**src/rtl/mc_control_if.sv**
```systemverilog
// Control/handshake bundle between the multicycle control FSM and the datapath.
// master: control FSM side (consumes opcode/mem_ready, drives controls).
// slave : datapath/memory side.
// Signals: instruction_opcode, mem_ready, datapath write enables, memory port
// controls, mux selects, bus_error/halted/trap status and state_o debug.
interface mc_control_if #(
  parameter int unsigned OPC_W = 7
);
  logic [OPC_W-1:0] instruction_opcode;
  logic             mem_ready;
  logic             pc_write;
  logic             ir_write;
  logic             pc_write_cond;
  logic             reg_write;
  logic             memory_read;
  logic             memory_write;
  logic             lorD;
  logic             memory_to_reg;
  logic             is_immediate;
  logic [1:0]       pc_source;
  logic [1:0]       aluop;
  logic [1:0]       alu_src_a;
  logic [1:0]       alu_src_b;
  logic             bus_error;
  logic             halted;
  logic             trap;
  logic [4:0]       state_o;

  modport master (
    input  instruction_opcode, mem_ready,
    output pc_write, ir_write, pc_write_cond, reg_write,
           memory_read, memory_write, lorD, memory_to_reg, is_immediate,
           pc_source, aluop, alu_src_a, alu_src_b,
           bus_error, halted, trap, state_o
  );

  modport slave (
    output instruction_opcode, mem_ready,
    input  pc_write, ir_write, pc_write_cond, reg_write,
           memory_read, memory_write, lorD, memory_to_reg, is_immediate,
           pc_source, aluop, alu_src_a, alu_src_b,
           bus_error, halted, trap, state_o
  );
endinterface

```
**src/rtl/mc_control_fsm.sv**
```systemverilog
// Multicycle RV32I control FSM: sequences fetch/decode/execute/writeback and
// drives datapath mux selects and write enables, with a mem_ready handshake,
// stall timeout (bus_error pulse), SYSTEM halt and optional illegal-opcode trap.
// Ports: clk, rst_n (async, active-low), bus (mc_control_if.master).
// Optional feature macro: MC_CTRL_TRAP_EN (ILLEGAL and timeouts go to TRAP).
// Controls decode from state (plus mem_ready in memory states); bus_error is
// registered. state_o encoding: FETCH=0 DECODE=1 MEMADR=2 MEMREAD=3 MEMWB=4
// MEMWRITE=5 EXECR=6 EXECI=7 JAL=8 JALR_ADDR=9 JALR=10 BRANCH=11 AUIPC=12
// LUI=13 ALUWB=14 HALT=15 ILLEGAL=16 TRAP=17.
module mc_control_fsm #(
  parameter int unsigned TIMEOUT_W = 8,
  parameter int unsigned TIMEOUT   = 200,
  parameter int unsigned OPC_W     = 7
) (
  input  logic         clk,
  input  logic         rst_n,
  mc_control_if.master bus
);

  localparam logic [4:0] FETCH     = 5'd0;
  localparam logic [4:0] DECODE    = 5'd1;
  localparam logic [4:0] MEMADR    = 5'd2;
  localparam logic [4:0] MEMREAD   = 5'd3;
  localparam logic [4:0] MEMWB     = 5'd4;
  localparam logic [4:0] MEMWRITE  = 5'd5;
  localparam logic [4:0] EXECR     = 5'd6;
  localparam logic [4:0] EXECI     = 5'd7;
  localparam logic [4:0] JAL       = 5'd8;
  localparam logic [4:0] JALR_ADDR = 5'd9;
  localparam logic [4:0] JALR      = 5'd10;
  localparam logic [4:0] BRANCH    = 5'd11;
  localparam logic [4:0] AUIPC     = 5'd12;
  localparam logic [4:0] LUI       = 5'd13;
  localparam logic [4:0] ALUWB     = 5'd14;
  localparam logic [4:0] HALT      = 5'd15;
  localparam logic [4:0] ILLEGAL   = 5'd16;
`ifdef MC_CTRL_TRAP_EN
  localparam logic [4:0] TRAP      = 5'd17;
  localparam logic [4:0] ABORT_TO  = TRAP;
  localparam logic [4:0] ILL_TO    = TRAP;
`else
  localparam logic [4:0] ABORT_TO  = FETCH;
  localparam logic [4:0] ILL_TO    = FETCH;
`endif

  localparam logic [OPC_W-1:0] OP_LW     = OPC_W'(7'b0000011);
  localparam logic [OPC_W-1:0] OP_SW     = OPC_W'(7'b0100011);
  localparam logic [OPC_W-1:0] OP_R      = OPC_W'(7'b0110011);
  localparam logic [OPC_W-1:0] OP_I      = OPC_W'(7'b0010011);
  localparam logic [OPC_W-1:0] OP_JAL    = OPC_W'(7'b1101111);
  localparam logic [OPC_W-1:0] OP_JALR   = OPC_W'(7'b1100111);
  localparam logic [OPC_W-1:0] OP_BRANCH = OPC_W'(7'b1100011);
  localparam logic [OPC_W-1:0] OP_AUIPC  = OPC_W'(7'b0010111);
  localparam logic [OPC_W-1:0] OP_LUI    = OPC_W'(7'b0110111);
  localparam logic [OPC_W-1:0] OP_SYSTEM = OPC_W'(7'b1110011);

  localparam logic [TIMEOUT_W-1:0] WAIT_LAST = TIMEOUT_W'(TIMEOUT - 1);

  logic [4:0]           state_q, state_d;
  logic [TIMEOUT_W-1:0] wait_q, wait_d;
  logic                 bus_error_q;
  logic                 timeout_c;
  logic                 mem_state_c;
  logic [OPC_W-1:0]     opc_c;

  assign opc_c = bus.instruction_opcode;

  // State, stall counter and registered bus_error.
  always_ff @(posedge clk or negedge rst_n) begin
    if (!rst_n) begin
      state_q     <= FETCH;
      wait_q      <= '0;
      bus_error_q <= 1'b0;
    end else begin
      state_q     <= state_d;
      wait_q      <= wait_d;
      bus_error_q <= timeout_c;
    end
  end

  // Next state: stalls hold the state until mem_ready or timeout.
  always_comb begin
    state_d     = state_q;
    wait_d      = '0;
    timeout_c   = 1'b0;
    mem_state_c = (state_q == FETCH) || (state_q == MEMREAD) || (state_q == MEMWRITE);
    if (mem_state_c && !bus.mem_ready) begin
      // Timeout fires on the TIMEOUT-th stalled cycle; a ready cycle always wins.
      if ((TIMEOUT != 0) && (wait_q == WAIT_LAST)) begin
        timeout_c = 1'b1;
        state_d   = ABORT_TO;
      end else begin
        wait_d = wait_q + TIMEOUT_W'(1);
      end
    end else begin
      case (state_q)
        FETCH:  state_d = DECODE;
        DECODE: begin
          if ((opc_c == OP_LW) || (opc_c == OP_SW)) state_d = MEMADR;
          else if (opc_c == OP_R)      state_d = EXECR;
          else if (opc_c == OP_I)      state_d = EXECI;
          else if (opc_c == OP_JAL)    state_d = JAL;
          else if (opc_c == OP_JALR)   state_d = JALR_ADDR;
          else if (opc_c == OP_BRANCH) state_d = BRANCH;
          else if (opc_c == OP_AUIPC)  state_d = AUIPC;
          else if (opc_c == OP_LUI)    state_d = LUI;
          else if (opc_c == OP_SYSTEM) state_d = HALT;
          else                         state_d = ILLEGAL;
        end
        MEMADR:    state_d = (opc_c == OP_SW) ? MEMWRITE : MEMREAD;
        MEMREAD:   state_d = MEMWB;
        MEMWB:     state_d = FETCH;
        MEMWRITE:  state_d = FETCH;
        EXECR:     state_d = ALUWB;
        EXECI:     state_d = ALUWB;
        JAL:       state_d = ALUWB;
        JALR_ADDR: state_d = JALR;
        JALR:      state_d = ALUWB;
        BRANCH:    state_d = FETCH;
        AUIPC:     state_d = ALUWB;
        LUI:       state_d = ALUWB;
        ALUWB:     state_d = FETCH;
        HALT:      state_d = HALT;
        ILLEGAL:   state_d = ILL_TO;
`ifdef MC_CTRL_TRAP_EN
        TRAP:      state_d = FETCH;
`endif
        default:   state_d = FETCH;
      endcase
    end
  end

  // Control decode; everything but state_o is forced low while in reset.
  always_comb begin
    bus.pc_write      = 1'b0;
    bus.ir_write      = 1'b0;
    bus.pc_write_cond = 1'b0;
    bus.reg_write     = 1'b0;
    bus.memory_read   = 1'b0;
    bus.memory_write  = 1'b0;
    bus.lorD          = 1'b0;
    bus.memory_to_reg = 1'b0;
    bus.is_immediate  = 1'b0;
    bus.pc_source     = 2'b00;
    bus.aluop         = 2'b00;
    bus.alu_src_a     = 2'b00;
    bus.alu_src_b     = 2'b00;
    bus.halted        = 1'b0;
    bus.trap          = 1'b0;
    case (state_q)
      FETCH: begin
        bus.memory_read = 1'b1;
        bus.alu_src_b   = 2'b01;
        bus.ir_write    = bus.mem_ready;
        bus.pc_write    = bus.mem_ready;
      end
      DECODE:    begin bus.alu_src_a = 2'b10; bus.alu_src_b = 2'b10; end
      MEMADR:    begin bus.alu_src_a = 2'b01; bus.alu_src_b = 2'b10; end
      MEMREAD:   begin bus.memory_read = 1'b1; bus.lorD = 1'b1; end
      MEMWB:     begin bus.reg_write = 1'b1; bus.memory_to_reg = 1'b1; end
      MEMWRITE:  begin bus.memory_write = 1'b1; bus.lorD = 1'b1; end
      EXECR: begin
        bus.alu_src_a = 2'b01;
        bus.alu_src_b = 2'b00;
        bus.aluop     = 2'b10;
      end
      EXECI: begin
        bus.alu_src_a    = 2'b01;
        bus.alu_src_b    = 2'b10;
        bus.aluop        = 2'b10;
        bus.is_immediate = 1'b1;
      end
      JAL, JALR: begin
        bus.alu_src_a = 2'b10;
        bus.alu_src_b = 2'b01;
        bus.pc_write  = 1'b1;
        bus.pc_source = 2'b01;
      end
      JALR_ADDR: begin bus.alu_src_a = 2'b01; bus.alu_src_b = 2'b10; end
      BRANCH: begin
        bus.alu_src_a     = 2'b01;
        bus.alu_src_b     = 2'b00;
        bus.aluop         = 2'b01;
        bus.pc_write_cond = 1'b1;
        bus.pc_source     = 2'b01;
      end
      AUIPC:     begin bus.alu_src_a = 2'b10; bus.alu_src_b = 2'b10; end
      LUI:       begin bus.alu_src_a = 2'b11; bus.alu_src_b = 2'b10; end
      ALUWB:     bus.reg_write = 1'b1;
      HALT:      bus.halted = 1'b1;
`ifdef MC_CTRL_TRAP_EN
      TRAP: begin
        bus.trap      = 1'b1;
        bus.pc_write  = 1'b1;
        bus.pc_source = 2'b10;
      end
`endif
      default: ;
    endcase
    if (!rst_n) begin
      bus.pc_write      = 1'b0;
      bus.ir_write      = 1'b0;
      bus.pc_write_cond = 1'b0;
      bus.reg_write     = 1'b0;
      bus.memory_read   = 1'b0;
      bus.memory_write  = 1'b0;
      bus.lorD          = 1'b0;
      bus.memory_to_reg = 1'b0;
      bus.is_immediate  = 1'b0;
      bus.pc_source     = 2'b00;
      bus.aluop         = 2'b00;
      bus.alu_src_a     = 2'b00;
      bus.alu_src_b     = 2'b00;
      bus.halted        = 1'b0;
      bus.trap          = 1'b0;
    end
  end

  assign bus.bus_error = bus_error_q;
  assign bus.state_o   = state_q;

endmodule

```
**src/flat_wrapper.sv**
```systemverilog
// flat-port wrapper written by rule: the top's interface ports become plain ports
module mc_control_fsm_flat 
#(
  parameter int unsigned TIMEOUT_W = 8,
  parameter int unsigned TIMEOUT   = 200,
  parameter int unsigned OPC_W     = 7
)
  (clk, rst_n, bus_instruction_opcode, bus_mem_ready, bus_pc_write, bus_ir_write, bus_pc_write_cond, bus_reg_write, bus_memory_read, bus_memory_write, bus_lorD, bus_memory_to_reg, bus_is_immediate, bus_pc_source, bus_aluop, bus_alu_src_a, bus_alu_src_b, bus_bus_error, bus_halted, bus_trap, bus_state_o);
  mc_control_if #(.OPC_W(OPC_W)) bus_i ();
  input  logic clk;
  input  logic rst_n;
  input wire logic [$bits(bus_i.instruction_opcode)-1:0] bus_instruction_opcode;
  input wire logic [$bits(bus_i.mem_ready)-1:0] bus_mem_ready;
  output wire logic [$bits(bus_i.pc_write)-1:0] bus_pc_write;
  output wire logic [$bits(bus_i.ir_write)-1:0] bus_ir_write;
  output wire logic [$bits(bus_i.pc_write_cond)-1:0] bus_pc_write_cond;
  output wire logic [$bits(bus_i.reg_write)-1:0] bus_reg_write;
  output wire logic [$bits(bus_i.memory_read)-1:0] bus_memory_read;
  output wire logic [$bits(bus_i.memory_write)-1:0] bus_memory_write;
  output wire logic [$bits(bus_i.lorD)-1:0] bus_lorD;
  output wire logic [$bits(bus_i.memory_to_reg)-1:0] bus_memory_to_reg;
  output wire logic [$bits(bus_i.is_immediate)-1:0] bus_is_immediate;
  output wire logic [$bits(bus_i.pc_source)-1:0] bus_pc_source;
  output wire logic [$bits(bus_i.aluop)-1:0] bus_aluop;
  output wire logic [$bits(bus_i.alu_src_a)-1:0] bus_alu_src_a;
  output wire logic [$bits(bus_i.alu_src_b)-1:0] bus_alu_src_b;
  output wire logic [$bits(bus_i.bus_error)-1:0] bus_bus_error;
  output wire logic [$bits(bus_i.halted)-1:0] bus_halted;
  output wire logic [$bits(bus_i.trap)-1:0] bus_trap;
  output wire logic [$bits(bus_i.state_o)-1:0] bus_state_o;
  assign bus_i.instruction_opcode = bus_instruction_opcode;
  assign bus_i.mem_ready = bus_mem_ready;
  assign bus_pc_write = bus_i.pc_write;
  assign bus_ir_write = bus_i.ir_write;
  assign bus_pc_write_cond = bus_i.pc_write_cond;
  assign bus_reg_write = bus_i.reg_write;
  assign bus_memory_read = bus_i.memory_read;
  assign bus_memory_write = bus_i.memory_write;
  assign bus_lorD = bus_i.lorD;
  assign bus_memory_to_reg = bus_i.memory_to_reg;
  assign bus_is_immediate = bus_i.is_immediate;
  assign bus_pc_source = bus_i.pc_source;
  assign bus_aluop = bus_i.aluop;
  assign bus_alu_src_a = bus_i.alu_src_a;
  assign bus_alu_src_b = bus_i.alu_src_b;
  assign bus_bus_error = bus_i.bus_error;
  assign bus_halted = bus_i.halted;
  assign bus_trap = bus_i.trap;
  assign bus_state_o = bus_i.state_o;
  mc_control_fsm #(.TIMEOUT_W(TIMEOUT_W), .TIMEOUT(TIMEOUT), .OPC_W(OPC_W)) u_core (.clk(clk), .rst_n(rst_n), .bus(bus_i));
endmodule
```
**config.mk**
```make
export PLATFORM = sky130hd
export DESIGN_NAME = mc_control_fsm_flat
export DESIGN_NICKNAME = d
export VERILOG_FILES = /design/src/rtl/mc_control_if.sv /design/src/rtl/mc_control_fsm.sv /design/src/flat_wrapper.sv
export SDC_FILE = /design/constraint.sdc
export NUM_CORES = 1
export LEC_CHECK = 0
export CORE_UTILIZATION = 42
export DETAILED_ROUTE_END_ITERATION = 10
export PLACE_DENSITY = 0.81
export SYNTH_ARGS = -nofsm -noshare
export SYNTH_HDL_FRONTEND = slang
export SYNTH_SLANG_ARGS = --single-unit
```
**constraint.sdc**
```tcl
create_clock -name clk -period 1.5 [get_ports clk]
set_input_delay 0.3 -clock clk [delete_from_list [all_inputs] [get_ports clk]]
set_output_delay 0.3 -clock clk [all_outputs]
set_load 0.02 [all_outputs]
```
==> summary.txt, run 1 <==
Synthesis
  • Synthesized cell area: 1170 sq um
  • Mean Syn Cell Area: 8.34 sq um
  • Top-area cell type share of the netlist area: 30.0%
  • Yosys cell types: 47
  • Ys Warns: 0
  • Top post-synthesis cells by area: dfrtp_1 (30%), nor2_1 (7.1%), xor2_1 (3.8%)
  • Flops & latches, synth: 14
  • Cell type with the highest aggregate area in the netlist: dfrtp_1
  • Register area share after synthesis: 30.0%
  • EDFF count, synth: 0
  • Main flop type after synthesis: dfrtp_1
  • FFs w/ async S/R, synth: 100%
  • Cells after Synth: 140

Clock tree
  • TritonCTS Buffers: 3
  • CTS sink count: 14
  • Clk buf depth: 2
  • CTS root buf: clkbuf_4
  • CTS H-Tree Depth: 1

Status
  • Last stage reached: global routing
  • Outcome: stopped before the end
  • Error: [ERROR DPL-0038] Utilization greater than 100%, impossible to legalize

STA
  • WEP type: output port
  • Crit. endpoint post-GRT repair: bus_alu_src_b[1]

Place
  • Post-DP HPWL: 3040 microns
  • Routability congestion estimate: 0.912
  • Number of port buffers: 32

Floorplan
  • Die height: 54.7 microns
  • Die W: 54.7 microns
  • IO Pins: 35
  • Row count: 18
  • Starting Density: 45.9%

GRT
  • Largest net degree at the start of global routing: 15
[per-stage QoR]
stage	std cells	setup WS, ps	setup TNS, ps	instance area, sq um
CTS	261	-279	-3770	2400
global placement	241	-789	-13020	2060
detailed placement	241	-834	-13780	2060
floorplan	141	-127	-644	1430
[cell usage after synthesis, drive strengths merged, types with 2 or more instances]
cell type  count
a21oi          2
a2bb2oi        2
a32oi          2
and2b          2
and3           2
buf            9
dfrtp         14
inv            7
nand2          9
nand2b         4
nand3          6
nand3b         2
nor2          23
nor2b          4
nor3           7
nor4           7
o21ai          3
o221ai         2
o22ai          2
o2bb2ai        3
or2            2
or4            2
xnor2          4
xor2           5
[what timing repair did]
action / CTS
hold buffers: 0
endpoints found under the setup margin: 36
hold endpoints to repair: 0
resized for setup: 154
pin swaps: 19
gates cloned: 2
setup buffers: 14
[cells by family after synthesis]
logic type,after synthesis,synth area share (%)
AO/OA/AOI/OAI,24,16.7
XOR/XNOR,9,6.75
adder cells (fa/ha/maj),1,1.07
buffers and inverters,16,7.61
flip-flops,14,30.0
multiplexers,1,1.29
other,1,0.321
AND/OR/NAND/NOR,74,36.2
==> run 2: changes to the inputs <==
Settings changed: CORE_AREA from default to 2 2 63 65, CORE_UTILIZATION 42 to default, DIE_AREA from default to 0 0 65 67, PLACE_DENSITY 0.81 to default, PLACE_DENSITY_LB_ADDON from default to 0.15.
Clock period 1.5 ns to 2 ns, I/O delays scaled along.
==> summary.txt, run 2 <==
Critical path
  • Max FO, Critical Path: 7
  • RR Startpoint: u_core.bus.state_o[2]
  • Kind of critical path: register to output port
  • Required time of the worst setup path: 1600 ps
  • Critical path endpoint category: output port
  • Setup crit start kind: register
  • Critical R2R Capture: u_core.bus.state_o[0]
  • CP max-delay cell: dfrtp_2
  • Data arrival, critical path: 1550 ps
  • CP peak stage delay: 460 ps
  • R2R Setup Slk: 400 ps
  • Crit-path cells: buf_4 > xnor2_1 > nor4_1 > buf_2
  • Worst-case reg-to-reg path depth: 5

Synthesis
  • Top-area cell type share of the netlist area: 30.0% (unchanged)
  • Flops & latches, synth: 14 (unchanged)
  • Cell type with the highest aggregate area in the netlist: dfrtp_1 (unchanged)
  • EDFF count, synth: 0 (unchanged)
  • Most frequent cell after synthesis: nor2_1 (unchanged)
  • Yosys cell types: 47 (unchanged)
  • Cells after Synth: 140 (unchanged)
  • Post-synth top cells: nor2_1 (22), dfrtp_1 (14), nand2_1 (9) (unchanged)
  • Mean Syn Cell Area: 8.34 sq um (unchanged)
  • FFs w/ async S/R, synth: 100% (unchanged)
  • Synthesized cell area: 1170 sq um (unchanged)
  • Ys Warns: 0 (unchanged)
  • Register area share after synthesis: 30.0% (unchanged)
  • Main flop type after synthesis: dfrtp_1 (unchanged)
  • Top post-synthesis cells by area: dfrtp_1 (30%), nor2_1 (7.1%), xor2_1 (3.8%) (unchanged)

Clock tree
  • Clock Latency Late Sink: 240 ps
  • CTS root buf: clkbuf_8 (was clkbuf_4)
  • CTS H-Tree Depth: 1 (unchanged)
  • TritonCTS Buffers: 3 (unchanged)
  • CTS tree: built
  • Post-CTS setup repair buffer count: 0 (was 14)
  • Clk pin slew, worst setup/hold paths: 60 ps
  • Clk buf depth: 2 (unchanged)
  • CTS sink count: 14 (unchanged)

GRT
  • Vias in the first global route: 1221
  • GRT Overall Usage: 15.8%
  • Initial antenna violation count: 0
  • Largest net degree at the start of global routing: 15
  • GRT Residual Overflow: 0
  • First-pass GRT wire length: 5400 microns

Cells and area
  • Share of cells above drive strength 1: 34.2%
  • Fillcell total: 352
  • Finished Layout Cells: 247
  • Nets: 211
  • # diodes: 0
  • Core Util, Final: 48.8%
  • Commonest non-fill, non-tap cell in the layout: buf_4
  • Area Growth Syn to Fin: 50.8%
  • Max reg flops: 8
  • Most frequent cells in the layout: buf_4 (31), nor2_1 (21), clkdlybuf4s50_1 (14), dfrtp_1 (11), buf_2 (9)
  • Top reg by flops: u_core.wait_q
  • Final Cell Area: 1760 sq um

Floorplan
  • Die W: 65 microns (was 54.7 microns)
  • Die ar.: 4360 sq um
  • IO Pins: 35 (unchanged)
  • Core box area: 3610 sq um
  • Row count: 22 (was 18)
  • Die height: 67 microns (was 54.7 microns)
  • Starting Density: 32.4% (was 45.9%)

Place
  • Pre-CTS setup slack: -553 ps (was -834 ps)
  • Number of port buffers: 32 (unchanged)
  • Dpl cell area: 1740 sq um (was 2060 sq um)
  • Routability congestion estimate: 0.771 (was 0.912)
  • Post-DP HPWL: 2720 microns (was 3040 microns)
  • Placed insts: 243 (was 241)

Detailed routing
  • Final wirelength: 3320 microns
  • Drt pass-1 iters: 4
  • Remaining DRCs: 0
  • WL per Instance: 13.5 microns
  • Vias: 1276
  • Number of vias per cell: 5.17
  • DRT iter0 DRCs: 85
  • Antenna Violating Nets Remaining: 0

Power
  • Int Pwr: 1.23 mW
  • Clk network pwr share: 12.4%
  • Sw Share: 43.5%
  • Worst vdd ir: 0.404 mV
  • Power per cell area: 1230 nW/um^2
  • Reg power frac: 19.2%
  • Leakage: 0.783 nW
  • Combinational share of power: 68.4%
  • Switch Pwr: 0.945 mW

STA
  • Hold Fails Final Rpt: 0
  • Fin crit share: 97.6%
  • Endpoints failing setup: 0
  • Fin crit period: 1950 ps
  • Relative slew margins: 67.3%
  • Fmax: 0.512 GHz
  • Clock Skew: 0.523 ps
  • Final worst setup slack: 47.9 ps
  • Max-slew violation count: 0
  • Worst Tran Pin Value: 484 ps

Worst hold path
  • Min-Delay Path Class: primary input to asynchronous set/reset pin

Run
  • Max-cap check violation count: 0

Status
  • Outcome: finished, final reports clean (was stopped before the end)
run 2: how the worst max path moves through the flow:
stage	depth (start not counted)	slack (ps)	end	start
floorplan	4	20	bus_memory_write	u_core.bus.state_o[3]
global placement	5	-490	bus_halted	rst_n
detailed placement	5	-550	bus_is_immediate	rst_n
CTS	5	3	bus_alu_src_a[1]	u_core.bus.state_o[2]
global route	4	-1	bus_reg_write	u_core.bus.state_o[4]
finish	4	50	bus_lorD	u_core.bus.state_o[1]
run 2: layer usage:
layer	vias to the layer above	share of wire, %	global-route usage (%)
met4	0	0.72	3.99
li1	626	-	-
met1	604	45	21.1
met2	42	49	26.5
met3	4	4.8	2.36
met5	-	0	0
run 2: power by group through the flow:
stage                     clock (mW)  sequential (mW)  combinational [mW]
after floorplan                    0            0.445               0.866
after global placement             0            0.419                1.50
after detailed placement           0            0.418                1.51
after CTS                      0.278            0.415                1.48
after global routing           0.297            0.430                1.61
final                          0.269            0.418                1.49
run 2: critical path, delay by kind of cell (launching register included):
| family | cells | cell delay [ps] |
|---|---|---|
| DFF | 1 | 460 |
| buffers and inverters | 2 | 400 |
| and+or+nand+nor | 1 | 330 |
| xor gates and xnor gates | 1 | 120 |
run 2: through the flow:
step | setup TNS, ps | power, mW | hold WS [ps]
2_1_floorplan | 0 | 1.31 | 104
3_3_place_gp | -7140 | 1.92 | 446
3_5_place_dp | -7640 | 1.93 | 454
4_1_cts | 0 | 2.18 | 336
5_1_grt | -1.29 | 2.34 | 346
6_report | 0 | 2.17 | 336
run 2: cell families after synthesis:
kind of cell | Yosys count | synth area share [%]
compound gates | 24 | 16.7
xor+xnor | 9 | 6.75
fa+ha+maj | 1 | 1.07
buf+inv | 16 | 7.61
flops | 14 | 30.0
mux | 1 | 1.29
other cells | 1 | 0.321
simple gates | 74 | 36.2
run 2: timing repair:
| action | CTS | global route |
|---|---|---|
| hold buffers | 0 | 0 |
| setup endpoints to repair | 17 | 3 |
| pin swaps | 0 | 1 |
| resized for setup | 65 | 8 |
run 2: area by class of cell:
class                      count  area, sq um  area share [%]
multi-input combinational    111          761            43.2
timing repair buffer          63          504            28.6
sequential                    14          354            20.1
tap                           48         60.1            3.41
clock buffer                   4         55.1            3.13
inverter                       7         26.3            1.49
Note: power is estimated with default switching activity, not from simulation.
